**src/rtl/servant_gpio_uart.sv**
```systemverilog
// Captures each rising GPIO strobe into a FIFO and prints the word as 8 hex digits + LF on an 8N1 UART.
// Latency: capture cycle C -> start bit from cycle C+2 when idle; one word = 90*CLKS_PER_BIT cycles.
// Backpressure: none toward the CPU; a strobe arriving with the FIFO full is dropped and flagged sticky.
module servant_gpio_uart #(
    parameter int CLKS_PER_BIT = 139,
    parameter int DEPTH        = 16
) (
    input  logic                     i_clk,
    input  logic                     i_rst,
    input  logic                     i_gpio_clk,
    input  logic [31:0]              i_gpio,
    output logic                     o_tx,
    output logic                     o_busy,
    output logic                     o_overflow,
    output logic [$clog2(DEPTH):0]   o_level
);

    localparam int AW = $clog2(DEPTH);
    localparam logic [AW:0] FULL      = (AW+1)'(DEPTH);
    localparam logic [15:0] BAUD_LAST = 16'(CLKS_PER_BIT - 1);

    typedef enum logic [1:0] {IDLE, START, DATA, STOP} state_t;

    state_t        state, state_nxt;
    logic [15:0]   baud_cnt, baud_nxt;
    logic [2:0]    bit_idx, bit_nxt;
    logic [3:0]    char_idx, char_nxt;
    logic [31:0]   word, word_nxt;
    logic          prev;
    logic          capture, push_rdy, push_ok;
    logic          pop_vld, pop_rdy, pop_ok;
    logic [31:0]   pop_dat;
    logic [AW-1:0] wr_ptr, rd_ptr;
    logic [31:0]   mem [DEPTH];
    logic [3:0]    nib;
    logic [7:0]    char_byte;
    logic          baud_end;
    logic          tx;

    assign capture  = i_gpio_clk & ~prev;
    assign push_rdy = (o_level != FULL);
    assign push_ok  = capture & push_rdy;
    assign pop_vld  = (o_level != '0);
    assign pop_ok   = pop_rdy & pop_vld;
    assign pop_dat  = mem[rd_ptr];

    // Room is judged on start-of-cycle occupancy, so a same-cycle pop never admits a push when full.
    always_ff @(posedge i_clk) begin
        if (i_rst) begin
            wr_ptr     <= '0;
            rd_ptr     <= '0;
            o_level    <= '0;
            prev       <= 1'b0;
            o_overflow <= 1'b0;
        end else begin
            prev <= i_gpio_clk;
            if (push_ok) wr_ptr <= wr_ptr + 1'b1;
            if (pop_ok)  rd_ptr <= rd_ptr + 1'b1;
            o_level <= o_level + (AW+1)'(push_ok) - (AW+1)'(pop_ok);
            if (capture && !push_rdy) o_overflow <= 1'b1;
        end
    end

    always_ff @(posedge i_clk) begin
        if (push_ok) mem[wr_ptr] <= i_gpio;
    end

    // The shift word moves one nibble left per character, so the current digit is always word[31:28].
    assign nib       = word[31:28];
    assign char_byte = (char_idx == 4'd8) ? 8'h0A :
                       (nib < 4'd10)      ? (8'h30 + {4'h0, nib}) : (8'h37 + {4'h0, nib});
    assign baud_end  = (baud_cnt == BAUD_LAST);

    always_ff @(posedge i_clk) begin
        if (i_rst) begin
            state    <= IDLE;
            baud_cnt <= '0;
            bit_idx  <= '0;
            char_idx <= '0;
            word     <= '0;
        end else begin
            state    <= state_nxt;
            baud_cnt <= baud_nxt;
            bit_idx  <= bit_nxt;
            char_idx <= char_nxt;
            word     <= word_nxt;
        end
    end

    always_comb begin
        state_nxt = state;
        baud_nxt  = baud_cnt;
        bit_nxt   = bit_idx;
        char_nxt  = char_idx;
        word_nxt  = word;
        pop_rdy   = 1'b0;
        tx        = 1'b1;
        case (state)
            IDLE: begin
                if (pop_vld) begin
                    pop_rdy   = 1'b1;
                    word_nxt  = pop_dat;
                    char_nxt  = '0;
                    baud_nxt  = '0;
                    state_nxt = START;
                end
            end
            START: begin
                tx = 1'b0;
                if (baud_end) begin
                    baud_nxt  = '0;
                    bit_nxt   = '0;
                    state_nxt = DATA;
                end else begin
                    baud_nxt = baud_cnt + 16'd1;
                end
            end
            DATA: begin
                tx = char_byte[bit_idx];
                if (baud_end) begin
                    baud_nxt = '0;
                    if (bit_idx == 3'd7) state_nxt = STOP;
                    else                 bit_nxt   = bit_idx + 3'd1;
                end else begin
                    baud_nxt = baud_cnt + 16'd1;
                end
            end
            STOP: begin
                if (baud_end) begin
                    baud_nxt = '0;
                    if (char_idx == 4'd8) begin
                        state_nxt = IDLE;
                    end else begin
                        char_nxt  = char_idx + 4'd1;
                        word_nxt  = {word[27:0], 4'h0};
                        state_nxt = START;
                    end
                end else begin
                    baud_nxt = baud_cnt + 16'd1;
                end
            end
            default: state_nxt = IDLE;
        endcase
    end

    assign o_tx   = tx;
    assign o_busy = (state != IDLE) | (o_level != '0);

endmodule

```
**config.mk**
```make
export PLATFORM = sky130hd
export DESIGN_NAME = servant_gpio_uart
export DESIGN_NICKNAME = d
export VERILOG_FILES = /design/src/rtl/servant_gpio_uart.sv
export SDC_FILE = /design/constraint.sdc
export NUM_CORES = 1
export LEC_CHECK = 0
export BUFFER_PORTS_ARGS = -buffer_cell sky130_fd_sc_hd__buf_2
export CAP_MARGIN = 10
export CORE_MARGIN = 5
export CORE_UTILIZATION = 29
export CTS_CLUSTER_SIZE = 40
export DETAILED_ROUTE_END_ITERATION = 8
export PLACE_DENSITY = 0.5
export REMOVE_ABC_BUFFERS = 1
export SLEW_MARGIN = 20
export SYNTH_ARGS = -nofsm -noshare
export SYNTH_HDL_FRONTEND = slang
export SYNTH_SLANG_ARGS = --single-unit
```
**constraint.sdc**
```tcl
create_clock -name i_clk -period 6.9 [get_ports i_clk]
set_clock_uncertainty 0.2 [all_clocks]
set_input_delay 1.38 -clock i_clk [delete_from_list [all_inputs] [get_ports i_clk]]
set_output_delay 1.38 -clock i_clk [all_outputs]
set_load 0.01 [all_outputs]
```
# Word level (Yosys, flattened, before mapping)
# Memory sizes are Yosys's and may differ from the RTL's. A register that Yosys moved wholly into a read port is not among the register bits.
# Index checks and enable logic that the tools add are counted.
# W data, S select, Z words.
# word_totals
register_bits	72
ramBits	512
input_bits	35
out_inout_bits	8
memories	1
# memory_table
memory	depth	width	rd	rd_ports_with_merged_regs	wr	line	source
mem	16	32	1	1	1	34	logic [31:0] mem [DEPTH];
# classes
n_addsub	9
magnitude_cmp	2
eq_ne	14
n_mux	33
bitwise	5
n_reduce_logical	11
# op_table
cell	count
$mux W32	3
$pmux W32 S2	1
$mux W16	2
$pmux W16 S2	1
$mux W4	5
$add A16 B1 Y16 const B	1
$eq A16 B8 Y1 const B	1
$add A6 B4 Y7 const A	2
$mux W7	2
$ne A2 B2 Y1 const B	7
$add A4 B1 Y4 const B	3
$mux W2	5
$mux W3	3
$pmux W2 S4	1
$pmux W4 S2	1
$reduce_and A4 Y1	2
$mux W1	6
$pmux W3 S2	1
$reduce_bool A2 Y1	3
$add A5 B1 Y5	1
$ne A5 B5 Y1 const B	1
$reduce_and A5 Y1	1
$reduce_bool A5 Y1	1
$sub A5 B1 Y5	1
16 further kinds	19

# Longest topological paths before layout
# Gate-level depths: netlist of the first run.
# logic_depth
word_depth	6
mapped_depth	14
depth_no_buf	13

# Least setup slack after synthesis of the first run
# OpenSTA, ideal clock, no wires.
# synth_timing
kind	input -> register
start	in i_gpio_clk
end	mem mem[3][0], enable pin
setup_ns	0.461
t_arrival_ns	4.328
path_slack_ns	1.911
path_stages	5
path_cell_list	nor2b_1 o31a_1 clkbuf_1 nand2_1 nor3_1
# synth_between
elab_chain_len	4
# synth_lines
element	line	source
from (decl)	10	input logic i_gpio_clk,
$and A1 B1 Y1	40	assign capture = i_gpio_clk & ~prev;
$and A1 B1 Y1	42	assign push_ok = capture & push_rdy;
$mux W1	65	if (push_ok) mem[wr_ptr] <= i_gpio;
$mux W1 (not written as such)	65	
to (decl)	34	
# No other way between the ends.

# Worst setup path after layout of the first run
# layout_timing
start	reg o_level[3]
end	out o_busy
# layout_between
elab_chain_len	2
# layout_lines
element	line	source
from (decl)	15	output logic [$clog2(DEPTH):0] o_level
from (signal assigned)	59	o_level <= o_level + (AW+1)'(push_ok) - (AW+1)'(pop_ok);
$reduce_bool A5 Y1	147	assign o_busy = (state != IDLE) | (o_level != '0);
$or A1 B1 Y1	147	
to (decl)	13	output logic o_busy,
# No other way between the ends.

==> impl_metrics.env, run 1 <==
export IMPL_drive_gt1_share_pct=24.48
export IMPL_yosysSeqAreaShare_pct=72.87
export IMPL_syn_cell_area_sq_um=23190
export IMPL_synthArstFlopShare_pct=0
export IMPL_final_common_cell="edfxtp_1"
export IMPL_ys_types=62
export IMPL_cts_hold_buf=0
export IMPL_cts_resized=0
export IMPL_cts_buffers=68
export IMPL_grt_max_degree=77
export IMPL_clockBufferDepth=3
export IMPL_crit_type="register to output port"
export IMPL_initial_core_util_pct=29.30
export IMPL_vias=11680
export IMPL_grt_usage_pct=12.64
export IMPL_mostFrequentLayoutCells="512 x edfxtp_1, 128 x mux4_2, 73 x dfxtp_1"
export IMPL_drc=0
export IMPL_ant_nets=0
export IMPL_min_period_over_period_pct=61.68
export IMPL_clock_power_share_pct=36.3
export IMPL_power_density_nw_per_um2=370.4
export IMPL_p_leak_nw=8.345
export IMPL_cp_max_fo=20
export IMPL_num_antenna_cells=0
export IMPL_hp_class="register to register"
export IMPL_io_pins=43
export IMPL_cts_tree="done"
export IMPL_finalHoldViolCount=0
export IMPL_synth_seq_cells=588
export IMPL_dp_hpwl_um=34130
export IMPL_dpl_cell_area_sq_um=24900
export IMPL_routed_wl_um=54430
export IMPL_start_kind="register"
export IMPL_required_ns=5.32
export IMPL_cts_sinks=588
export IMPL_fp_row_count=103
export IMPL_ys_flop_type="edfxtp_1"
export IMPL_run_status="finished clean"
export IMPL_grt_pass1_vias=12020
export IMPL_clockRootBuffer="clkbuf_16"
export IMPL_vias_per_cell=4.864
export IMPL_cap_violations=0
export IMPL_portBuffers=42
export IMPL_routedWlPerCell_um=22.66
export IMPL_final_area_sq_um=27230
export IMPL_die_w_um=292.8
export IMPL_power_frac_seq_pct=42.6
export IMPL_first_pass_iters=5
export IMPL_synth_edff_count=512
export IMPL_pre_cts_ws_ns=2.648
export IMPL_crit_path_end_kind="output port"
export IMPL_ys_warn_count=0
export IMPL_place_congestion=0.7359
export IMPL_grt_overflow_total=0
export IMPL_min_period_ns=4.256
export IMPL_layout_nets=1354
export IMPL_grt_pass1_wl_um=81320
export IMPL_vdd_drop_max_uv=233.8
export IMPL_die_y_um=292.8
export IMPL_critPathArrivalTime_ns=2.68
export IMPL_fp_coreArea_sq_um=79130
export IMPL_switching_share_pct=28.58
export IMPL_slew_headroom_pct=32.04
export IMPL_clock_latency_ns=0.61
export IMPL_p_total_mw=10.08
export IMPL_rsz0062_at_grt="false"
export IMPL_htreeDepth=3
export IMPL_synth_avg_cell_area_sq_um=18.90
export IMPL_antenna_found_initial=3
export IMPL_die_area_sq_um=85710
export IMPL_synthCells=1227
export IMPL_area_growth_pct=17.43
export IMPL_setup_slack_ns=2.644
export IMPL_drv_slew=0
export IMPL_p_comb_share_pct=21.1
export IMPL_worst_pin_slew_ns=1.018
export IMPL_max_freq_mhz=235.0
export IMPL_setup_violations=0
export IMPL_p_switching_mw=2.882
export IMPL_intPower_mw=7.202
export IMPL_post_cts_buffers=0
export IMPL_fin_tns_setup_ns=0
export IMPL_path_clk_slew_ns=0.05
export IMPL_drt_iter0_markers=856
state kept, by name, summed over array words and instances (netlist names), 3 cells and up, named ones only:
name,cells
rd_ptr,4
char_idx,4
o_level,5
bit_idx,3
baud_cnt,16
mem,512
word,32
wr_ptr,4
synth_stat cells (all sizes together) (3+ instances only):
master,n,area [sq um]
nand3,16,80.08
mux2i,59,590.6
nand2,39,146.4
a21oi,22,110.1
o22ai,28,175.2
clkbuf,44,165.2
edfxtp,512,15370
buf,26,126.4
nor2b,10,62.56
xnor2,6,52.55
dfxtp,76,1521
nand3b,5,37.54
a311o,28,280.3
nor4b,6,88.84
or3,3,18.77
nand2b,7,43.79
nand4b,6,52.55
xor2,8,70.07
nor3b,27,202.7
ha,22,275.3
nand4,8,56.30
mux4,128,2883
nor3,12,60.06
a211oi,4,35.03
nor4,5,37.53
inv,16,60.05
a22oi,5,37.54
o21ai,14,70.06
nor2,54,202.7
power by group through the flow:
stage          registers [mW]  clock network (mW)  logic, mW
2_1_floorplan            4.42                   0       1.50
3_3_place_gp             4.38                   0       2.14
3_5_place_dp             4.38                   0       2.16
4_1_cts                  4.31                3.76       2.17
5_1_grt                  4.33                3.91       2.33
6_report                 4.30                3.66       2.13
kinds of logic (layout without fill, tap and decap cells):
family          Yosys count  in the layout  synth area share [%]
xor+xnor                 14             14                0.5289
compound gates          121            121                 3.772
mux                     188            188                 15.03
fa+ha+maj                23             23                 1.274
flops                   588            588                 72.87
buf+inv                  86            211                 1.516
simple gates            207            207                 5.008
stage by stage:
stage               hold slack (ns)  std cells  utilization, %
global placement             0.2603       2268           31.25
floorplan                    0.2563       1157               -
CTS                          0.2704       2401           34.37
finish                       0.2724       2402           34.41
detailed placement           0.2658       2275           31.46
global route                 0.3035       2402           34.41
final timing paths:
kind / to / startpoint / slack, ns / cells after the start
worst min-delay path: o_overflow$_SDFFE_PP0P_ / o_overflow$_SDFFE_PP0P_ / 0.27 / 2
worst max-delay path: o_busy / o_level[3]$_SDFF_PP0_ / 2.64 / 6
worst min register to register: o_overflow$_SDFFE_PP0P_ / o_overflow$_SDFFE_PP0P_ / 0.27 / 2
worst max register to register: mem[3][9]$_DFFE_PP_ / o_level[3]$_SDFF_PP0_ / 3.67 / 7
per-layer routing:
metal,vias up,share of wire [%],track usage [%]
met2,278,44,18.68
met5,-,0.022,0
li1,5160,-,-
met3,88,5.6,2.525
met4,2,2.4,3.660
met1,6156,48,18.98
critical path, cell delays in order (launching register included):
cell and delay [ns]:
dfxtp_1 0.33, inv_1 0.09, ha_1 0.19, nor4b_4 0.36
and2_1 0.67, inv_2 0.26, buf_2 0.21
area by class of cell:
type,count,area [sq um]
fillers,7440,51900
flip-flops and latches,588,16910
multi-input cells,553,6067
clock buffers,81,1750
well taps,1050,1314
repair buffers,69,575.6
clock inverters,45,553.0
inverters,16,60.06
Note: power is estimated with default switching activity, not from simulation.
==> run 2: changes to the inputs <==
- PLACE_DENSITY: 0.5 -> 0.51
- clock period: 6.9 -> 3.84 ns (I/O delays scaled with it)
==> run 2 against run 1 <==
  * Sequential power increased by 78%
  * Count of clock-buffer cells in the layout increased by 13
  * First-iteration DRC count decreased by 11%
  * Worst hold slack got worse by 0.049 ns
  * Total power increased by 72%
  * Largest power group unchanged
  * Design area decreased by 0.40%
  * Wire length decreased by 5.0%
  * Sequential share of layout area increased by 0.25 points
  * Combinational power increased by 77%
  * Non-clock buffer count increased by 23
  * Critical path depth increased by 1
  * Critical endpoint unchanged
==> impl_metrics.env, run 2 (same netlist as run 1, synthesis figures left out) <==
export IMPL_min_period_ns=3.458
export IMPL_p_total_mw=17.37
export IMPL_fin_tns_setup_ns=0
export IMPL_vias=11630
export IMPL_fp_row_count=103
export IMPL_finalNonFillerCells=2418
export IMPL_grt_pass1_vias=12170
export IMPL_power_density_nw_per_um2=640.5
export IMPL_drv_slew=0
export IMPL_drt_iter0_markers=760
export IMPL_routedWlPerCell_um=21.39
export IMPL_clockRootBuffer="clkbuf_16"
export IMPL_cts_hold_buf=0
export IMPL_slowest_stage="and2_1"
export IMPL_post_cts_buffers=0
export IMPL_cap_violations=0
export IMPL_crit_path_end_kind="output port"
export IMPL_area_growth_pct=16.96
export IMPL_setup_slack_ns=0.3819
export IMPL_required_ns=2.87
export IMPL_io_pins=43
export IMPL_die_w_um=292.8
export IMPL_crit_chain="inv_1 -> ha_1 -> nor4b_4 -> and2_1 -> buf_4 -> inv_2 -> buf_2"
export IMPL_clock_latency_ns=0.59
export IMPL_route_met3_wl_um=2149
export IMPL_drc=0
export IMPL_vias_per_cell=4.808
export IMPL_portBuffers=42
export IMPL_grt_pass1_wl_um=78290
export IMPL_start_kind="register"
export IMPL_max_freq_mhz=289.2
export IMPL_routed_top_layer="met5"
export IMPL_cts_resized=0
export IMPL_mostFrequentLayoutCells="512 x edfxtp_1, 128 x mux4_2, 73 x dfxtp_1"
export IMPL_place_congestion=0.7053
export IMPL_nFillCells=7581
export IMPL_first_pass_iters=4
export IMPL_worst_pin_slew_ns=0.9043
export IMPL_initial_core_util_pct=29.30
export IMPL_multi_input_area_sq_um=6065
export IMPL_r2r_end="o_level[4]$_SDFF_PP0_"
export IMPL_r2r_slack_ns=0.88
export IMPL_drive_gt1_share_pct=25.02
export IMPL_slowest_delay_ns=0.39
export IMPL_p_leak_nw=8.337
export IMPL_ant_nets=0
export IMPL_die_area_sq_um=85710
export IMPL_vdd_drop_max_uv=329.3
export IMPL_path_clk_slew_ns=0.05
export IMPL_dp_cells=2299
export IMPL_crit_type="register to output port"
export IMPL_finalHoldViolCount=0
export IMPL_whs_path_depth=2
export IMPL_dp_hpwl_um=29650
export IMPL_grt_overflow_total=0
export IMPL_cp_max_fo=14
export IMPL_top_regs="mem (512), word (32), baud_cnt (16)"
export IMPL_regToRegStartpoint="o_level[2]$_SDFF_PP0_"
export IMPL_routed_wl_um=51720
export IMPL_hp_start="i_gpio_clk"
export IMPL_grt_usage_pct=12.00
export IMPL_largest_register_ffs=512
export IMPL_hp_class="input pin to register"
export IMPL_critPathArrivalTime_ns=2.49
export IMPL_pre_cts_ws_ns=0.5483
export IMPL_setup_violations=0
export IMPL_critPathLaunch="o_level[2]$_SDFF_PP0_"
export IMPL_path_buf_inv=4
export IMPL_wl_met2_um=25200
export IMPL_clockBufferDepth=3
export IMPL_htreeDepth=3
export IMPL_cts_tree="done"
export IMPL_layout_nets=1376
export IMPL_cts_buffers=67
export IMPL_fp_coreArea_sq_um=79130
export IMPL_die_y_um=292.8
export IMPL_rsz0062_at_grt="false"
export IMPL_routedLengthMet1_um=23180
export IMPL_run_status="finished clean"
export IMPL_final_common_cell="edfxtp_1"
export IMPL_antenna_found_initial=3
export IMPL_post_route_util_pct=34.27
export IMPL_min_period_over_period_pct=90.05
export IMPL_slew_headroom_pct=39.72
export IMPL_cts_sinks=588
export IMPL_path_depth=7
export IMPL_critPathTopFamily="simple AND/OR/NAND/NOR gates"
export IMPL_regArea_sq_um=16910
export IMPL_regMostFlops="mem"
export IMPL_rr_worst_depth=13
export IMPL_hold_end="prev$_SDFF_PP0_"
export IMPL_grt_max_degree=77
run 2: stage by stage:
| stage | instance area (sq um) | hold WS [ns] |
|---|---|---|
| after CTS | 27120 | 0.1920 |
| after floorplan | 22890 | 0.2563 |
| final | 27120 | 0.2230 |
| after global routing | 27120 | 0.1986 |
| after global placement | 25060 | 0.2646 |
| after detailed placement | 25060 | 0.2763 |
run 2: how the worst max path moves through the flow:
stage / slack, ns / end
5_1_grt: 0.21 / o_busy
3_5_place_dp: 0.55 / o_level[4]$_SDFF_PP0_
4_1_cts: 0.34 / o_busy
6_report: 0.38 / o_busy
3_3_place_gp: 0.54 / o_level[4]$_SDFF_PP0_
2_1_floorplan: -3.01 / word[10]$_SDFFE_PP0P_
run 2: metal layers:
layer | global-route usage (%) | vias to the layer above
met1 | 16.13 | 6153
met2 | 19.88 | 190
li1 | - | 5196
met5 | 0 | -
met3 | 2.661 | 83
met4 | 3.129 | 4
run 2: layout make-up:
class                      count  share of cell area, %
timing repair buffer          92                  2.621
sequential                   588                  62.35
tap                         1050                  4.845
antenna                        1               0.009228
multi-input combinational    553                  22.36
clock buffer                  94                  6.898
inverter                      16                 0.2215
clock inverter                24                 0.6967
run 2: power breakdown:
group          internal, mW  leakage [nW]  switching (mW)
Sequential             7.29          5.24           0.344
Clock                  3.48          1.00            2.49
Combinational          1.78          2.10            1.98
==> run 3: changes to the inputs <==
- MAX_ROUTING_LAYER: unset -> met4
- clock period: 3.84 -> 3.1 ns (I/O delays scaled with it)
==> run 3 against run 2 <==
  * Via count up 0.66%
  * Utilization up 0.41 points
  * Global-route usage up 0.77 points
  * Die area unchanged
  * Largest power group unchanged
  * Highest routed layer is now met4
==> impl_metrics.env, run 3 (same netlist as run 1, synthesis figures left out) <==
export IMPL_run_status="finished clean"
export IMPL_p_leak_nw=8.437
export IMPL_r2r_end="word[12]$_SDFFE_PP0P_"
export IMPL_slew_headroom_pct=32.63
export IMPL_cts_hold_buf=0
export IMPL_min_period_over_period_pct=97.49
export IMPL_clock_latency_ns=0.59
export IMPL_vias=11700
export IMPL_rr_worst_depth=8
export IMPL_required_ns=2.28
export IMPL_power_density_nw_per_um2=796.1
export IMPL_grt_max_degree=77
export IMPL_routed_wl_um=53220
export IMPL_grt_pass1_vias=12310
export IMPL_slowest_delay_ns=0.35
export IMPL_multi_input_area_sq_um=6118
export IMPL_final_common_cell="edfxtp_1"
export IMPL_cts_buffers=66
export IMPL_clock_power_share_pct=34.6
export IMPL_grt_usage_pct=12.77
export IMPL_mostFrequentLayoutCells="512 x edfxtp_1, 128 x mux4_2, 69 x dfxtp_1"
export IMPL_regArea_sq_um=16910
export IMPL_die_y_um=292.8
export IMPL_area_growth_pct=18.37
export IMPL_crit_path_end_kind="output port"
export IMPL_first_pass_iters=4
export IMPL_cp_max_fo=3
export IMPL_cts_tree="done"
export IMPL_hp_start="i_gpio_clk"
export IMPL_finalNonFillerCells=2423
export IMPL_intPower_mw=15.81
export IMPL_cap_violations=0
export IMPL_place_congestion=0.7177
export IMPL_p_comb_share_pct=22.5
export IMPL_drt_iter0_markers=689
export IMPL_dpl_cell_area_sq_um=25220
export IMPL_max_freq_mhz=330.9
export IMPL_vias_per_cell=4.830
export IMPL_hp_class="input pin to register"
export IMPL_dp_cells=2298
export IMPL_drv_slew=0
export IMPL_drive_gt1_share_pct=26.19
export IMPL_regToRegStartpoint="baud_cnt[0]$_SDFFE_PP0P_"
export IMPL_crit_chain="inv_4 -> ha_4 -> nor2_1 -> a22o_1 -> a211o_1 -> a22oi_2 -> o311ai_2 -> buf_2"
export IMPL_antenna_found_initial=2
export IMPL_crit_type="register to output port"
export IMPL_slowest_stage="dfxtp_2"
export IMPL_dp_hpwl_um=29490
export IMPL_cts_sinks=588
export IMPL_critPathArrivalTime_ns=2.20
export IMPL_switching_share_pct=27.64
export IMPL_fp_coreArea_sq_um=79130
export IMPL_top_regs="mem (512), word (32), baud_cnt (16)"
export IMPL_initial_core_util_pct=29.30
export IMPL_routedWlPerCell_um=21.96
export IMPL_regMostFlops="mem"
export IMPL_vdd_drop_max_uv=440.5
export IMPL_die_area_sq_um=85710
export IMPL_htreeDepth=3
export IMPL_clockRootBuffer="clkbuf_16"
export IMPL_power_frac_seq_pct=42.9
export IMPL_largest_register_ffs=512
export IMPL_nFillCells=7414
export IMPL_worst_pin_slew_ns=1.011
export IMPL_setup_violations=0
export IMPL_min_period_ns=3.022
export IMPL_path_clk_slew_ns=0.06
export IMPL_io_pins=43
export IMPL_drc=0
export IMPL_rsz0062_at_grt="true"
export IMPL_portBuffers=42
export IMPL_r2r_slack_ns=0.23
export IMPL_p_switching_mw=6.038
export IMPL_fp_row_count=103
export IMPL_clockBufferDepth=3
export IMPL_whs_path_depth=2
export IMPL_grt_overflow_total=0
export IMPL_hold_end="prev$_SDFF_PP0_"
export IMPL_hold_slack_ns=0.05968
export IMPL_layout_nets=1377
export IMPL_final_area_sq_um=27450
export IMPL_grt_pass1_wl_um=80360
export IMPL_ant_nets=0
export IMPL_die_w_um=292.8
export IMPL_finalHoldViolCount=0
export IMPL_start_kind="register"
-- run 3: cell types whose count changed in the layout (fill, tap and decap cells not counted), sizes merged --
cell,before,now
inv,19,21
clkinvlp,2,1
bufinv,1,4
clkinv,18,23
clkbuf,94,87
diode,1,2
buf,92,94
-- run 3: through the flow --
| step | total power, mW | setup slack (ns) | setup TNS, ns | util [%] |
|---|---|---|---|---|
| floorplan | 12.97 | -3.748 | -296.04 | - |
| global placement | 14.34 | 0.2239 | 0 | 31.88 |
| detailed placement | 14.39 | 0.1888 | 0 | 31.88 |
| CTS | 22.13 | -0.007915 | -0.007915 | 34.63 |
| global route | 22.94 | -0.04397 | -0.04397 | 34.68 |
| finish | 21.85 | 0.07772 | 0 | 34.68 |
-- run 3: critical path: cells and delay by family, from the launching register on --
kind / cells / cell delay [ns]
AO/OA/AOI/OAI: 4 / 0.75
buffers and inverters: 2 / 0.22
AND/OR/NAND/NOR: 1 / 0.04
flip-flops: 1 / 0.35
adder cells (fa/ha/maj): 1 / 0.26
-- run 3: what timing repair did --
item / CTS / global route
setup endpoints to repair: 2 / 2
gates resized for setup: 11 / 9
hold endpoints to repair: 0 / 0
buffers inserted: 2 / 1
pin swaps: 4 / 4
-- run 3: cell type report --
type	count	share of cell area (%)
flip-flops and latches	588	61.62
clock inverters	33	1.254
well taps	1050	4.787
multi-input cells	553	22.29
inverters	16	0.2279
diodes	2	0.01824
repair buffers	94	3.310
clock buffers	87	6.487
-- run 3: worst max-delay path by stage --
stage / end / slack [ns] / startpoint
after floorplan: word[10]$_SDFFE_PP0P_ / -3.75 / register
after global placement: word[12]$_SDFFE_PP0P_ / 0.22 / o_level[2]$_SDFF_PP0_
after detailed placement: word[12]$_SDFFE_PP0P_ / 0.19 / o_level[2]$_SDFF_PP0_
after CTS: o_tx / -0.008 / word[29]$_SDFFE_PP0P_
after global routing: o_tx / -0.04 / word[29]$_SDFFE_PP0P_
final: o_tx / 0.08 / word[29]$_SDFFE_PP0P_
-- run 3: routing by layer --
metal	vias up	GRT usage, %	wire, um
li1	5215	-	-
met2	231	20.57	26080
met4	0	3.533	955
met1	6199	16.70	23940
met5	-	-	0
met3	58	2.449	2243
-- run 3: power by group through the flow --
| stage | clock network [mW] | logic, mW | registers (mW) |
|---|---|---|---|
| finish | 7.57 | 4.91 | 9.37 |
| global route | 8.14 | 5.40 | 9.40 |
| CTS | 7.81 | 4.97 | 9.36 |
| detailed placement | 0 | 4.87 | 9.52 |
| global placement | 0 | 4.84 | 9.50 |
| floorplan | 0 | 3.18 | 9.79 |
